--- src/rtl/load_align.sv ---
// load_align -- memory-stage load responder.
//
// Captures load requests from execute (stage A), aligns the memory word that
// returns one cycle later (stage B), merges the two halves of a misaligned
// word/double access, and emits one registered result per load instruction.
//
// Optional feature macro: LOAD_SEXT_EN
//   defined   -> req_signed=1 sign-extends byte (bit 7) and double (bit 15)
//                results.
//   undefined -> req_signed is ignored; every result is zero-extended.
//
// Ports:
//   clk, rst       clock; synchronous active-high reset (overrides enables)
//   clk_en, halt   state advances only when clk_en=1 and halt=0
//   req_valid      load request present this cycle
//   req_opcode     3-5 word, 6-8 double (16-bit), 9-11 byte, others word
//   req_off        addr[1:0] of the original (unsplit) access
//   req_split      first half of a misaligned access
//   req_second     second half of a misaligned access
//   req_signed     sign-extend request (LOAD_SEXT_EN only)
//   req_kill       cancels stage A, any held half, and any result on this edge
//   mem_rdata      memory word for the request captured on the previous edge
//   rsp_valid      result valid pulse (held while frozen)
//   rsp_data       aligned, extended result; retains value when not valid
//   rsp_err        protocol violation pulse (orphan second half / overwrite)
//
// Handshake: no back-pressure. A request is taken on every enabled edge where
// req_valid=1; the consumer samples rsp_valid/rsp_data/rsp_err only on enabled
// edges, so a pulse that spans frozen cycles still counts once.
module load_align (
    input  logic        clk,
    input  logic        rst,
    input  logic        clk_en,
    input  logic        halt,
    input  logic        req_valid,
    input  logic [4:0]  req_opcode,
    input  logic [1:0]  req_off,
    input  logic        req_split,
    input  logic        req_second,
    input  logic        req_signed,
    input  logic        req_kill,
    input  logic [31:0] mem_rdata,
    output logic        rsp_valid,
    output logic [31:0] rsp_data,
    output logic        rsp_err
);

    typedef enum logic [1:0] {
        SZ_WORD = 2'd0,
        SZ_HALF = 2'd1,
        SZ_BYTE = 2'd2
    } size_t;

    typedef enum logic {
        IDLE = 1'b0,
        HELD = 1'b1
    } state_t;

    // Stage A: captured request fields
    logic       a_valid;
    size_t      a_size;
    logic [1:0] a_off;
    logic       a_split;
    logic       a_second;
    logic       a_signed;

    // Split-merge state
    state_t      state;
    logic [31:0] hold;

    logic        en;
    size_t       req_size;
    logic [31:0] low_part;
    logic [31:0] merged;
    logic [5:0]  hi_shift;

    assign en = clk_en & ~halt;

    always_comb begin
        req_size = SZ_WORD;
        case (req_opcode)
            5'd6, 5'd7, 5'd8:  req_size = SZ_HALF;
            5'd9, 5'd10, 5'd11: req_size = SZ_BYTE;
            default:           req_size = SZ_WORD;
        endcase
    end

    // Lanes off..3 moved down to bytes 0..3-off. Serves both aligned loads
    // and the first half of a split (vacated upper bytes become zero).
    assign low_part = mem_rdata >> {a_off, 3'b000};

    // Second half: lanes 0..off-1 land at bytes 4-off..3. For a double with
    // off=3 this puts lane 0 at byte 1; masking to 16 bits happens in extend.
    assign hi_shift = {3'd4 - {1'b0, a_off}, 3'b000};
    assign merged   = hold | (mem_rdata << hi_shift);

`ifdef LOAD_SEXT_EN
    logic use_sext;
    assign use_sext = a_signed;
`else
    logic use_sext;
    logic sext_unused;
    assign use_sext    = 1'b0;
    assign sext_unused = a_signed;
`endif

    function automatic logic [31:0] extend(input logic [31:0] d,
                                           input size_t sz,
                                           input logic sx);
        logic [31:0] r;
        case (sz)
            SZ_BYTE: r = {{24{sx & d[7]}}, d[7:0]};
            SZ_HALF: r = {{16{sx & d[15]}}, d[15:0]};
            default: r = d;
        endcase
        return r;
    endfunction

    always_ff @(posedge clk) begin
        if (rst) begin
            a_valid   <= 1'b0;
            a_size    <= SZ_WORD;
            a_off     <= 2'd0;
            a_split   <= 1'b0;
            a_second  <= 1'b0;
            a_signed  <= 1'b0;
            state     <= IDLE;
            hold      <= 32'd0;
            rsp_valid <= 1'b0;
            rsp_data  <= 32'd0;
            rsp_err   <= 1'b0;
        end else if (en) begin
            // Stage A capture; a kill drops the request being presented.
            a_valid  <= req_valid & ~req_kill;
            a_size   <= req_size;
            a_off    <= req_off;
            a_split  <= req_split;
            a_second <= req_second;
            a_signed <= req_signed;

            rsp_valid <= 1'b0;
            rsp_err   <= 1'b0;

            // Stage B: a kill on this edge suppresses whatever stage A holds.
            if (a_valid && !req_kill) begin
                if (a_second) begin
                    if (state == HELD) begin
                        rsp_valid <= 1'b1;
                        rsp_data  <= extend(merged, a_size, use_sext);
                        state     <= IDLE;
                    end else begin
                        rsp_err <= 1'b1;   // orphan second half
                    end
                end else if (a_split) begin
                    hold  <= low_part;
                    state <= HELD;
                    if (state == HELD)
                        rsp_err <= 1'b1;   // earlier first half overwritten
                end else begin
                    rsp_valid <= 1'b1;
                    rsp_data  <= extend(low_part, a_size, use_sext);
                end
            end

            if (req_kill)
                state <= IDLE;
        end
    end

endmodule

--- config.mk ---
export PLATFORM = sky130hd
export DESIGN_NAME = load_align
export DESIGN_NICKNAME = d
export VERILOG_FILES = /design/src/rtl/load_align.sv
export SDC_FILE = /design/constraint.sdc
export NUM_CORES = 1
export LEC_CHECK = 0
export CORE_MARGIN = 3
export CORE_UTILIZATION = 47
export DETAILED_ROUTE_END_ITERATION = 7
export HOLD_SLACK_MARGIN = 0.1
export MAX_ROUTING_LAYER = met4
export PLACE_DENSITY_LB_ADDON = 0.3
export SYNTH_ARGS = -nofsm -noshare
export SYNTH_HDL_FRONTEND = slang
export SYNTH_SLANG_ARGS = --single-unit
--- constraint.sdc ---
create_clock -name clk -period 2.48 [get_ports clk]
set_input_delay 0.62 -clock clk [delete_from_list [all_inputs] [get_ports clk]]
set_output_delay 0.62 -clock clk [all_outputs]
set_load 0.01 [all_outputs]
Word-level counts from Yosys, hierarchy flattened
Cells that the tools add are included.
{ "classes": {"addsub": 1, "mux": 18, "n_shift": 2, "n_eq_ne": 10, "n_bitwise": 6, "reduce_logical": 9} }
{ "ops": {"columns": ["operator", "count"], "rows": [
  ["case mux 32 bit (2 select lines)", 2],
  ["two-way mux 32 bit", 3],
  ["bitwise OR 32 bit", 1],
  ["<< shifter 32 x 6 -> 32 bit", 1],
  ["right shift 32 x 5 -> 32 bit", 1],
  ["== test 5 x 4 -> 1 bit, second input constant", 4],
  ["two-way mux 1 bit", 12],
  ["== test 5 x 3 -> 1 bit, second input constant", 2],
  ["AND reduction 4 bit", 2],
  ["OR reduction 3 bit", 2],
  ["inequality test 2 x 1 -> 1 bit, second input constant", 2],
  ["case mux 2 bit (2 select lines)", 1],
  ["inverter 1 bit", 3],
  ["AND reduction 3 bit", 1],
  ["nonzero test 3 bit", 1],
  ["subtractor 3 x 2 -> 3 bit, first input constant", 1],
  ["bitwise AND 1 bit", 2],
  ["== test 2 x 1 -> 1 bit, second input constant", 1],
  ["== test 2 bit, second input constant", 1],
  ["nonzero test 2 bit", 1],
  ["logical AND 1 bit", 1],
  ["zero test 1 bit", 1]
]} }
{ "word_totals": {"reg_bits": 74, "elab_cells": 56, "output_inout_bits": 34} }

Longest topological paths before layout
Gate-level depths: netlist of run 1.
{ "depth": {"ltp_word": 6, "ltp_mapped": 10, "mapped_depth_nobuf": 6} }

Worst setup path before layout of run 1
Ideal clock, no wire load.
{ "synth_timing": {"kind": "register to register", "from": "register a_off[1]", "to": "register rsp_data[19]", "n_path_buf": 4, "setup_ns": 0.060, "path_stages_with_launch": 10, "path_slack_ns": 0.400, "t_arrival_ns": 2.020, "cell_sequence": "dfxtp_1 buf_2 clkbuf_1 inv_1 ha_1 or2_2 clkbuf_1 buf_2 o211ai_1 a32o_1"} }
{ "synth_via": {"elab_chain_cells": 6} }
{ "synth_lines": {"columns": ["element", "line", "source"], "rows": [
  ["start, declared", "62", "logic [1:0] a_off;"],
  ["start signal, assigned", "136", "a_off <= req_off;"],
  ["subtractor 3 x 2 -> 3 bit", "94", "assign hi_shift = {3'd4 - {1'b0, a_off}, 3'b000};"],
  ["<< shifter 32 x 6 -> 32 bit", "95", "assign merged = hold | (mem_rdata << hi_shift);"],
  ["bitwise OR 32 bit", "95", null],
  ["case mux 32 bit (2 select lines)", "111", "case (sz)"],
  ["two-way mux 32 bit", "147", "if (state == HELD) begin"],
  ["two-way mux 32 bit *", "146", "if (a_second) begin"],
  ["end signal, assigned", "149", "rsp_data <= extend(merged, a_size, use_sext);"],
  ["end signal, assigned", "161", "rsp_data <= extend(low_part, a_size, use_sext);"],
  ["end, declared", "44", "output logic [31:0] rsp_data,"]
]} }
Mark *: on every way between the ends. The rest lies on a longest branch, timed or not. The select of a mux whose other input is x is not followed.
A chain may end at the register's enable or synchronous reset.

Worst setup path in the final report of run 1
{ "layout_timing": {"from": "input port req_kill", "to": "register rsp_data[2]"} }
{ "layout_via": {"elab_chain_cells": 3} }
{ "layout_lines": {"columns": ["element", "line", "source"], "rows": [
  ["start, declared", "41", "input logic req_kill,"],
  ["zero test 1 bit", "145", "if (a_valid && !req_kill) begin"],
  ["logical AND 1 bit", "145", null],
  ["AND reduction 4 bit (no source line)", null, null]
]} }
Every way passes these cells.

==> impl_metrics.csv, run 1 <==
group,metric,value,unit
final_layout,diodes,0,
clock_tree,htree_levels,3,
final_layout,fin_util,62.7,%
sta,slew_violations,0,
setup_path,reg2reg_from,"a_off[0]",
clock_tree,cts.sinks,74,
power,p_per_area,462,nW/um^2
logic_synthesis,synth.area.top_cells,"dfxtp_1 (36%), mux2i_1 (12%), a21oi_1 (5.6%)",
worst_hold_path,holdPathStages,2,
global_route,grt_max_degree,41,
detailed_routing,dr_wl_met3,811,microns
setup_path,worstPathRequired,2.70,ns
global_route,antenna_found_initial,0,
sta,clock_skew,0.0114,ns
worst_hold_path,hp-class,"reg -> reg",
clock_tree,post_cts_buffers,0,
floorplanning,die-area,9870,sq um
setup_path,cpPeakStageDelay,0.44,ns
detailed_routing,drt_pass1_iterations,5,
sta,tightest_slew,1.16,ns
logic_synthesis,synth.distinct_cells,48,
detailed_routing,drt-vias-per-instance,6.16,
setup_path,r2r_cells,5,
power,p_leak,1.80,nW
setup_path,cp-startpoint,"req_kill",
detailed_routing,dr_total_vias,4055,
flow_run,drv_cap,0,
setup_path,arrival,2.27,ns
sta,finalSetupTns,0,ns
final_layout,syn_to_final_growth,27.7,%
sta,setup_violations,0,
logic_synthesis,netlist.area_leader.share,36.2,%
clock_tree,ctsHoldBuffers,0,
clock_tree,clk_path_buf_depth,2,
detailed_routing,met2_length,6.01,mm
final_layout,finish.net_count,599,
floorplanning,die_w,99.3,microns
sta,fin_crit_sh,82.7,%
logic_synthesis,synth_cells,469,
detailed_routing,detail-route-antenna-nets,0,
detailed_routing,drc,0,
power,vdd_drop_max,283,uV
setup_path,cp_top_family,"buffers and inverters",
worst_hold_path,hold_start,"hold[18]",
sta,maxSlewHeadroom,22.4,%
run_status,status,"finished clean",
logic_synthesis,ys_seq_area_share,36.2,%
logic_synthesis,yosysTopAreaCell,"dfxtp_1",
placed_design,hpwlAfterDp,8.82,mm
logic_synthesis,synth_area,4100,sq um
detailed_routing,met1Wirelength,5.38,mm
sta,finalWorstSetupSlack,0.428,ns
worst_hold_path,min_to,"hold[18]",
logic_synthesis,synth_edf_count,0,
floorplanning,start_util,49.1,%
final_layout,layout-drive-gt1-share,13.4,%
setup_path,critical_path_buf_inv_count,2,
setup_path,cpMaxStageDelayCell,"a2111oi_0",
setup_path,cp-start-kind,"input port",
placed_design,gp_congestion,0.907,
logic_synthesis,avgSynthCellArea,8.73,sq um
clock_tree,cts_tree,"yes",
logic_synthesis,synthFlopType,"dfxtp_1",
clock_tree,numCtsBuffers,9,
floorplanning,core_region_area,8340,sq um
floorplanning,ios,82,
setup_path,crit_type,"in -> reg",
logic_synthesis,syn-num-nets,519,
global_route,track_usage,25.9,%
floorplanning,die_h,99.3,microns
clock_tree,insertion_delay,0.35,ns
setup_path,end_kind,"register",
sta,min_period,2.05,ns
power,power.total,2.42,mW
placed_design,pre_cts_slack,0.0640,ns
global_route,gr-total-overflow,0,
floorplanning,fp-row-count,33,
setup_path,crit_chain,"clkdlybuf4s50_1 -> and4bb_4 -> nand3_4 -> buf_4 -> a2111oi_0 -> nor4_1",
clock_tree,cts_root_buffer,"clkbuf_8",
clock_tree,clk_pin_slew,0.07,ns
global_route,grt_pass1_wl,19.5,mm
final_layout,layout_commonest_cell,"clkdlybuf4s50_1",
detailed_routing,wl,12.5,mm
clock_tree,cts-resized-gates,0,
logic_synthesis,ys_seq_elements,74,
placed_design,portBuffers,80,
logic_synthesis,ys_async_sr_fraction,0,%
sta,max_freq,487,MHz
final_layout,final_cell_mix,"clkdlybuf4s50_1 (79), dfxtp_1 (73), nand2_1 (56)",
detailed_routing,top_layer,"met4",
detailed_routing,wl_per_cell,19.1,microns
sta,rsz0062_at_grt,"false",
logic_synthesis,synth_warnings,0,
sta,hold_viol_final,0,
global_route,grt_pass1_vias,3767,
setup_path,r2r_end,"rsp_data[11]",
detailed_routing,drtIter0Drc,275,
setup_path,r2r_slack,0.44,ns
setup_path,worstPathMaxFanout,15,
kinds of logic after synthesis:
| family | after synthesis | synth area share [%] |
|---|---|---|
| fa+ha+maj | 2 | 0.611 |
| buf+inv | 47 | 5.90 |
| mux | 58 | 14.5 |
| simple gates | 157 | 18.9 |
| flops | 74 | 36.2 |
| compound gates | 131 | 23.9 |
cell usage after synthesis (10+ instances only):
cell type and instances:
a21oi_1 46, a32o_1 14, buf_2 13, clkbuf_1 17, dfxtp_1 74, mux2_2 10, mux2i_1 48, nand2_1 56
nor2_1 39, nor3_1 17
layer usage:
metal | vias to the layer above | global-route usage, %
met5 | - | -
met4 | 0 | 8.40
met3 | 36 | 5.12
met2 | 188 | 40.3
met1 | 1926 | 33.8
li1 | 1905 | -
sequential cells by signal (all words and copies together), names as in the netlist:
signal / flops
a_off: 2
rsp_valid: 1
a_second: 1
a_valid: 1
hold: 32
rsp_data: 32
a_size: 2
a_split: 1
rsp_err: 1
state: 1
worst max-delay path by stage:
stage          slack, ns  depth (start not counted)           end
2_1_floorplan       0.40                          9  rsp_data[19]
3_3_place_gp        0.13                          5  rsp_data[11]
3_5_place_dp        0.06                          6   rsp_data[2]
4_1_cts             0.42                          5  rsp_data[11]
5_1_grt             0.25                          6  rsp_data[24]
6_report            0.43                          6   rsp_data[2]
where the power goes:
group          switching (mW)  internal, mW
combinational           0.247         0.185
sequential            0.00581          1.19
clock                   0.434         0.351
total                   0.687          1.73
stage by stage:
stage / cell area [sq um] / std cells / hold WS, ns
after floorplan: 4100 / 469 / 0.433
after global placement: 5080 / 643 / 0.438
after detailed placement: 5080 / 643 / 0.444
after CTS: 5230 / 658 / 0.455
after global routing: 5230 / 658 / 0.471
final: 5230 / 658 / 0.455
tightest hold or removal path: cells and delay by family, from the launching register on:
kind               cells  cell delay, ns
DFF                    1            0.31
and+or+nand+nor        1            0.05
AOI/OAI and AO/OA      1            0.05
area by class of cell:
class | instances | area (sq um)
clock buffer | 11 | 131
timing repair buffer | 110 | 1070
sequential | 74 | 1480
inverter | 6 | 22.5
fill | 729 | 3110
tap | 105 | 131
clock inverter | 4 | 20.0
multi-input combinational | 348 | 2370
Power figures use the tool's default switching activity.
==> run 2: changes to the inputs <==
Clock period 2.48 ns to 1.65 ns, I/O delays scaled along.
==> run 2 against run 1 <==
Clock power grew 120%. Worst setup slack lost 0.52 ns. Flip-flop and latch count unchanged. Critical path type is now reg -> reg. Power rose by 87%. The flow now finishes with violations (negative setup slack). Die area unchanged. Global-route usage grew 5.8 points. Count of clock-buffer cells in the layout fell by 1. Non-clock buffer count grew 68. Final area rose by 23%. Core utilization increased by 14 points.
==> impl_metrics.csv, run 2 (synthesis gave the netlist of run 1 again) <==
group,metric,value,unit
run_status,status,"finished with violations",
run_status,violations,"negative setup slack",
global_route,antenna_found_initial,0,
sta,finalWorstSetupSlack,-0.0881,ns
sta,hold_viol_final,0,
floorplanning,ios,82,
setup_path,r2r_cells,6,
clock_tree,cts.sinks,74,
setup_path,critical_path_buf_inv_count,2,
setup_path,arrival,1.99,ns
setup_path,end_kind,"register",
setup_path,cp-start-kind,"register",
sta,maxSlewHeadroom,61.6,%
final_layout,syn_to_final_growth,56.5,%
worst_hold_path,hp-class,"reg -> reg",
global_route,grt_pass1_vias,4561,
sta,max_freq,575,MHz
placed_design,hpwlAfterDp,9.78,mm
setup_path,crit_type,"reg -> reg",
final_layout,fin_util,76.8,%
clock_tree,insertion_delay,0.36,ns
detailed_routing,drt-vias-per-instance,6.55,
sta,fin_crit_sh,105,%
setup_path,cp_top_family,"flip-flops",
floorplanning,die-area,9870,sq um
detailed_routing,drt_pass1_iterations,6,
power,vdd_drop_max,401,uV
sta,slew_violations,0,
power,clockPowerShare,39.0,%
power,combPwrFrac,21.1,%
final_layout,layout-drive-gt1-share,32.4,%
placed_design,gp_congestion,0.938,
floorplanning,core_region_area,8340,sq um
flow_run,drv_cap,0,
setup_path,cpMaxStageDelayCell,"dfxtp_4",
sta,rsz0062_at_grt,"true",
clock_tree,clk_path_buf_depth,2,
placed_design,dpl_cell_area,5540,sq um
final_layout,layout_commonest_cell,"buf_4",
setup_path,worstPathMaxFanout,9,
clock_tree,htree_levels,3,
detailed_routing,drc,0,
detailed_routing,detail-route-antenna-nets,0,
clock_tree,cts_root_buffer,"clkbuf_8",
power,power.internal,3.27,mW
floorplanning,die_h,99.3,microns
setup_path,path_depth,6,
floorplanning,start_util,49.1,%
power,p_per_area,705,nW/um^2
detailed_routing,wl,16.4,mm
clock_tree,cts_tree,"yes",
sta,setup_violations,22,
final_layout,finish.net_count,669,
sta,tightest_slew,0.576,ns
power,p_leak,2.57,nW
global_route,gr-total-overflow,0,
final_layout,diodes,0,
placed_design,portBuffers,80,
setup_path,cpPeakStageDelay,0.46,ns
detailed_routing,drtIter0Drc,565,
clock_tree,numCtsBuffers,9,
power,seq_power_share,39.9,%
final_layout,reg_top3,"hold x32, rsp_data x32",
setup_path,worstPathRequired,1.90,ns
worst_hold_path,holdPathStages,2,
setup_path,crit_chain,"buf_6 -> mux2i_1 -> nor2_2 -> o32ai_4 -> buf_4 -> o2bb2ai_2",
clock_tree,clk_pin_slew,0.08,ns
detailed_routing,dr_total_vias,4772,
power,p_switching,1.25,mW
floorplanning,die_w,99.3,microns
sta,min_period,1.74,ns
global_route,track_usage,31.7,%
power,switching_share,27.7,%
global_route,grt_max_degree,34,
global_route,grt_pass1_wl,23.9,mm
floorplanning,fp-row-count,33,
final_layout,fin_area,6410,sq um
sta,clock_skew,0.00931,ns
detailed_routing,wl_per_cell,22.6,microns
final_layout,final_cell_mix,"buf_4 (79), dfxtp_1 (70), nand2_1 (56)",
[run 2: stage by stage]
stage	setup WS, ns	cells	hold slack, ns	TNS (ns)	total power, mW
2_1_floorplan	-0.0753	469	0.433	-1.19	2.21
3_3_place_gp	-0.536	699	0.438	-24.17	2.59
3_5_place_dp	-0.599	699	0.445	-26.43	2.61
4_1_cts	-0.0605	728	0.457	-0.197	4.39
5_1_grt	-0.121	728	0.488	-1.91	4.64
6_report	-0.0881	728	0.464	-0.935	4.52
[run 2: worst reg2reg max path, delay by kind of cell (launching register included)]
family,cells,cell delay [ns]
flops,1,0.46
mux,1,0.39
compound gates,2,0.32
simple gates,1,0.10
buf+inv,2,0.37
[run 2: cell type report]
| cell class | instances | area, sq um |
|---|---|---|
| multi-input combinational | 350 | 2830 |
| fill | 522 | 1930 |
| timing repair buffer | 178 | 1690 |
| sequential | 74 | 1490 |
| clock buffer | 10 | 138 |
| tap | 105 | 131 |
| clock inverter | 5 | 103 |
| inverter | 6 | 30.0 |
[run 2: path summary, 6_finish.rpt]
| path | slack (ns) | startpoint | to |
|---|---|---|---|
| max | -0.09 | a_off[0] | rsp_data[10] |
| min | 0.46 | rsp_valid | rsp_valid |
| max reg2reg | -0.09 | a_off[0] | rsp_data[10] |
| min reg2reg | 0.46 | rsp_valid | rsp_valid |
[run 2: what timing repair did]
| action | CTS | global route |
|---|---|---|
| resized for setup | 75 | 69 |
| buffers inserted | 9 | 2 |
| pin swaps | 17 | 22 |
| gates cloned | 5 | 0 |
| endpoints found under the setup margin | 73 | 49 |
| hold buffers | 0 | 0 |
[run 2: power groups by stage]
stage	registers (mW)	logic [mW]	clock network (mW)
6_report	1.81	0.952	1.76
5_1_grt	1.81	0.984	1.85
4_1_cts	1.81	0.828	1.76
3_5_place_dp	1.85	0.757	0
3_3_place_gp	1.85	0.742	0
2_1_floorplan	1.84	0.367	0
[run 2: per-layer routing]
metal | GRT usage [%] | vias to the layer above | share of wire (%)
met1 | 37.6 | 2231 | 37
met5 | - | - | 0
met2 | 47.7 | 373 | 45
li1 | - | 2044 | -
met4 | 18.9 | 0 | 6.7
met3 | 8.91 | 124 | 11
==> run 3: changes to the inputs <==
Clock period 1.65 ns to 1.6 ns, I/O delays scaled along.
==> run 3 against run 2 <==
The run still ends with negative setup slack left. Flip-flop and latch count did not move. Final area down 1.4%. Core utilization shrank 1.1 points. Sequential share of layout area increased by 0.25 points. Sequential power rose by 3%. Hold slack worse by 0.11 ns. Count of clock-buffer cells in the layout fell by 1. Combinational power grew 4.3%. Worst setup slack got worse by 0.095 ns. Non-clock buffer count is 1 higher. Die area unchanged. Critical endpoint is now rsp_data[31].
==> impl_metrics.csv, run 3 (synthesis gave the netlist of run 1 again) <==
group,metric,value,unit
run_status,status,"finished with violations",
run_status,violations,"negative setup slack",
detailed_routing,drt_pass1_iterations,5,
detailed_routing,drtIter0Drc,430,
sta,min_period,1.78,ns
sta,finalWorstSetupSlack,-0.183,ns
setup_path,crit_type,"reg -> reg",
clock_tree,cts.sinks,74,
final_layout,final_cell_mix,"buf_4 (77), dfxtp_1 (72), nand2_1 (56)",
clock_tree,htree_levels,3,
setup_path,arrival,2.09,ns
final_layout,layout-drive-gt1-share,31.6,%
setup_path,end_kind,"register",
floorplanning,start_util,49.1,%
detailed_routing,drt-vias-per-instance,6.35,
sta,finalSetupTns,-3.23,ns
global_route,grt_max_degree,43,
power,vdd_drop_max,567,uV
sta,clock_skew,0.00797,ns
worst_hold_path,holdPathStages,2,
detailed_routing,dr_total_vias,4629,
setup_path,cp-start-kind,"register",
placed_design,dpl_cell_area,5540,sq um
clock_tree,insertion_delay,0.36,ns
sta,rsz0062_at_grt,"true",
worst_hold_path,hold_start,"rst",
power,power.internal,3.35,mW
setup_path,reg2reg_from,"a_off[0]",
setup_path,worstPathMaxFanout,8,
global_route,antenna_found_initial,0,
sta,setup_violations,32,
clock_tree,clk_path_buf_depth,2,
power,p_leak,2.44,nW
detailed_routing,detail-route-antenna-nets,0,
sta,tightest_slew,0.521,ns
detailed_routing,drc,0,
power,p_per_area,737,nW/um^2
clock_tree,cts_tree,"yes",
sta,slew_violations,0,
clock_tree,numCtsBuffers,9,
floorplanning,die_w,99.3,microns
floorplanning,die_h,99.3,microns
detailed_routing,wl,15.8,mm
sta,fin_crit_sh,111,%
power,switching_share,28.0,%
clock_tree,clk_pin_slew,0.08,ns
worst_hold_path,hp-class,"in -> reg",
floorplanning,core_region_area,8340,sq um
setup_path,cp-startpoint,"a_off[0]",
final_layout,finish.net_count,669,
placed_design,hpwlAfterDp,9.83,mm
sta,max_freq,561,MHz
global_route,grt_pass1_vias,4544,
global_route,grt_pass1_wl,23.5,mm
placed_design,portBuffers,80,
detailed_routing,wl_per_cell,21.6,microns
final_layout,reg_top3,"hold x32, rsp_data x32",
sta,hold_viol_final,0,
clock_tree,ctsHoldBuffers,0,
clock_tree,cts_root_buffer,"clkbuf_8",
floorplanning,fp-row-count,33,
floorplanning,die-area,9870,sq um
power,seq_power_share,40.0,%
setup_path,r2r_cells,6,
global_route,gr-total-overflow,0,
floorplanning,ios,82,
power,combPwrFrac,21.3,%
flow_run,drv_cap,0,
placed_design,gp_congestion,0.903,
final_layout,diodes,0,
setup_path,worstPathRequired,1.91,ns
global_route,track_usage,31.2,%
final_layout,fin_area,6320,sq um
power,clockPowerShare,38.7,%
final_layout,layout_commonest_cell,"buf_4",
sta,maxSlewHeadroom,65.2,%
power,p_switching,1.30,mW
final_layout,syn_to_final_growth,54.3,%
==> run 3: layout make-up <==
| type | count | area [sq um] |
|---|---|---|
| sequential | 74 | 1490 |
| clock buffer | 9 | 124 |
| multi-input combinational | 349 | 2790 |
| fill | 545 | 2020 |
| inverter | 6 | 30.0 |
| clock inverter | 7 | 118 |
| timing repair buffer | 179 | 1640 |
| tap | 105 | 131 |
==> run 3: critical path, stage by stage, from the launching register on <==
cell and delay (ns):
dfxtp_4 0.47, inv_8 0.04, ha_4 0.31, inv_1 0.14, buf_4 0.18, o311ai_2 0.37, a32o_1 0.21
==> run 3: stage by stage <==
step	utilization (%)	worst slack (ns)	power, mW	cells	hold WS [ns]
final	75.8	-0.183	4.66	729	0.349
after global routing	75.8	-0.193	4.77	729	0.352
after CTS	73.5	-0.119	4.56	724	0.343
after detailed placement	66.4	-0.633	2.69	697	0.447
after global placement	66.4	-0.571	2.67	697	0.438
after floorplan	-	-0.129	2.29	469	0.433
==> run 3: timing repair <==
action	4_1_cts	5_1_grt
cloned	1	0
endpoints found under the hold margin	0	0
gates resized for setup	106	25
setup endpoints to repair	76	43
setup buffers	11	7
pin swaps	20	16
==> run 3: per-layer routing <==
layer | vias to the layer above | track usage, % | share of wire [%]
met5 | - | - | 0
met4 | 0 | 17.6 | 7.3
met3 | 100 | 7.22 | 8.9
met2 | 323 | 49.2 | 46
met1 | 2158 | 36.7 | 38
li1 | 2048 | - | -
==> run 3: worst paths after layout <==
path	slack (ns)	endpoint
worst max-delay path	-0.18	rsp_data[31]
worst min-delay path	0.35	a_size[0]
worst max register to register	-0.18	rsp_data[31]
worst min register to register	0.46	rsp_data[27]
==> run 3: power by group through the flow <==
stage	clock [mW]	sequential [mW]	combinational, mW
finish	1.80	1.86	0.993
detailed placement	0	1.91	0.781
CTS	1.79	1.86	0.903
floorplan	0	1.90	0.386
global route	1.87	1.86	1.03
global placement	0	1.91	0.765
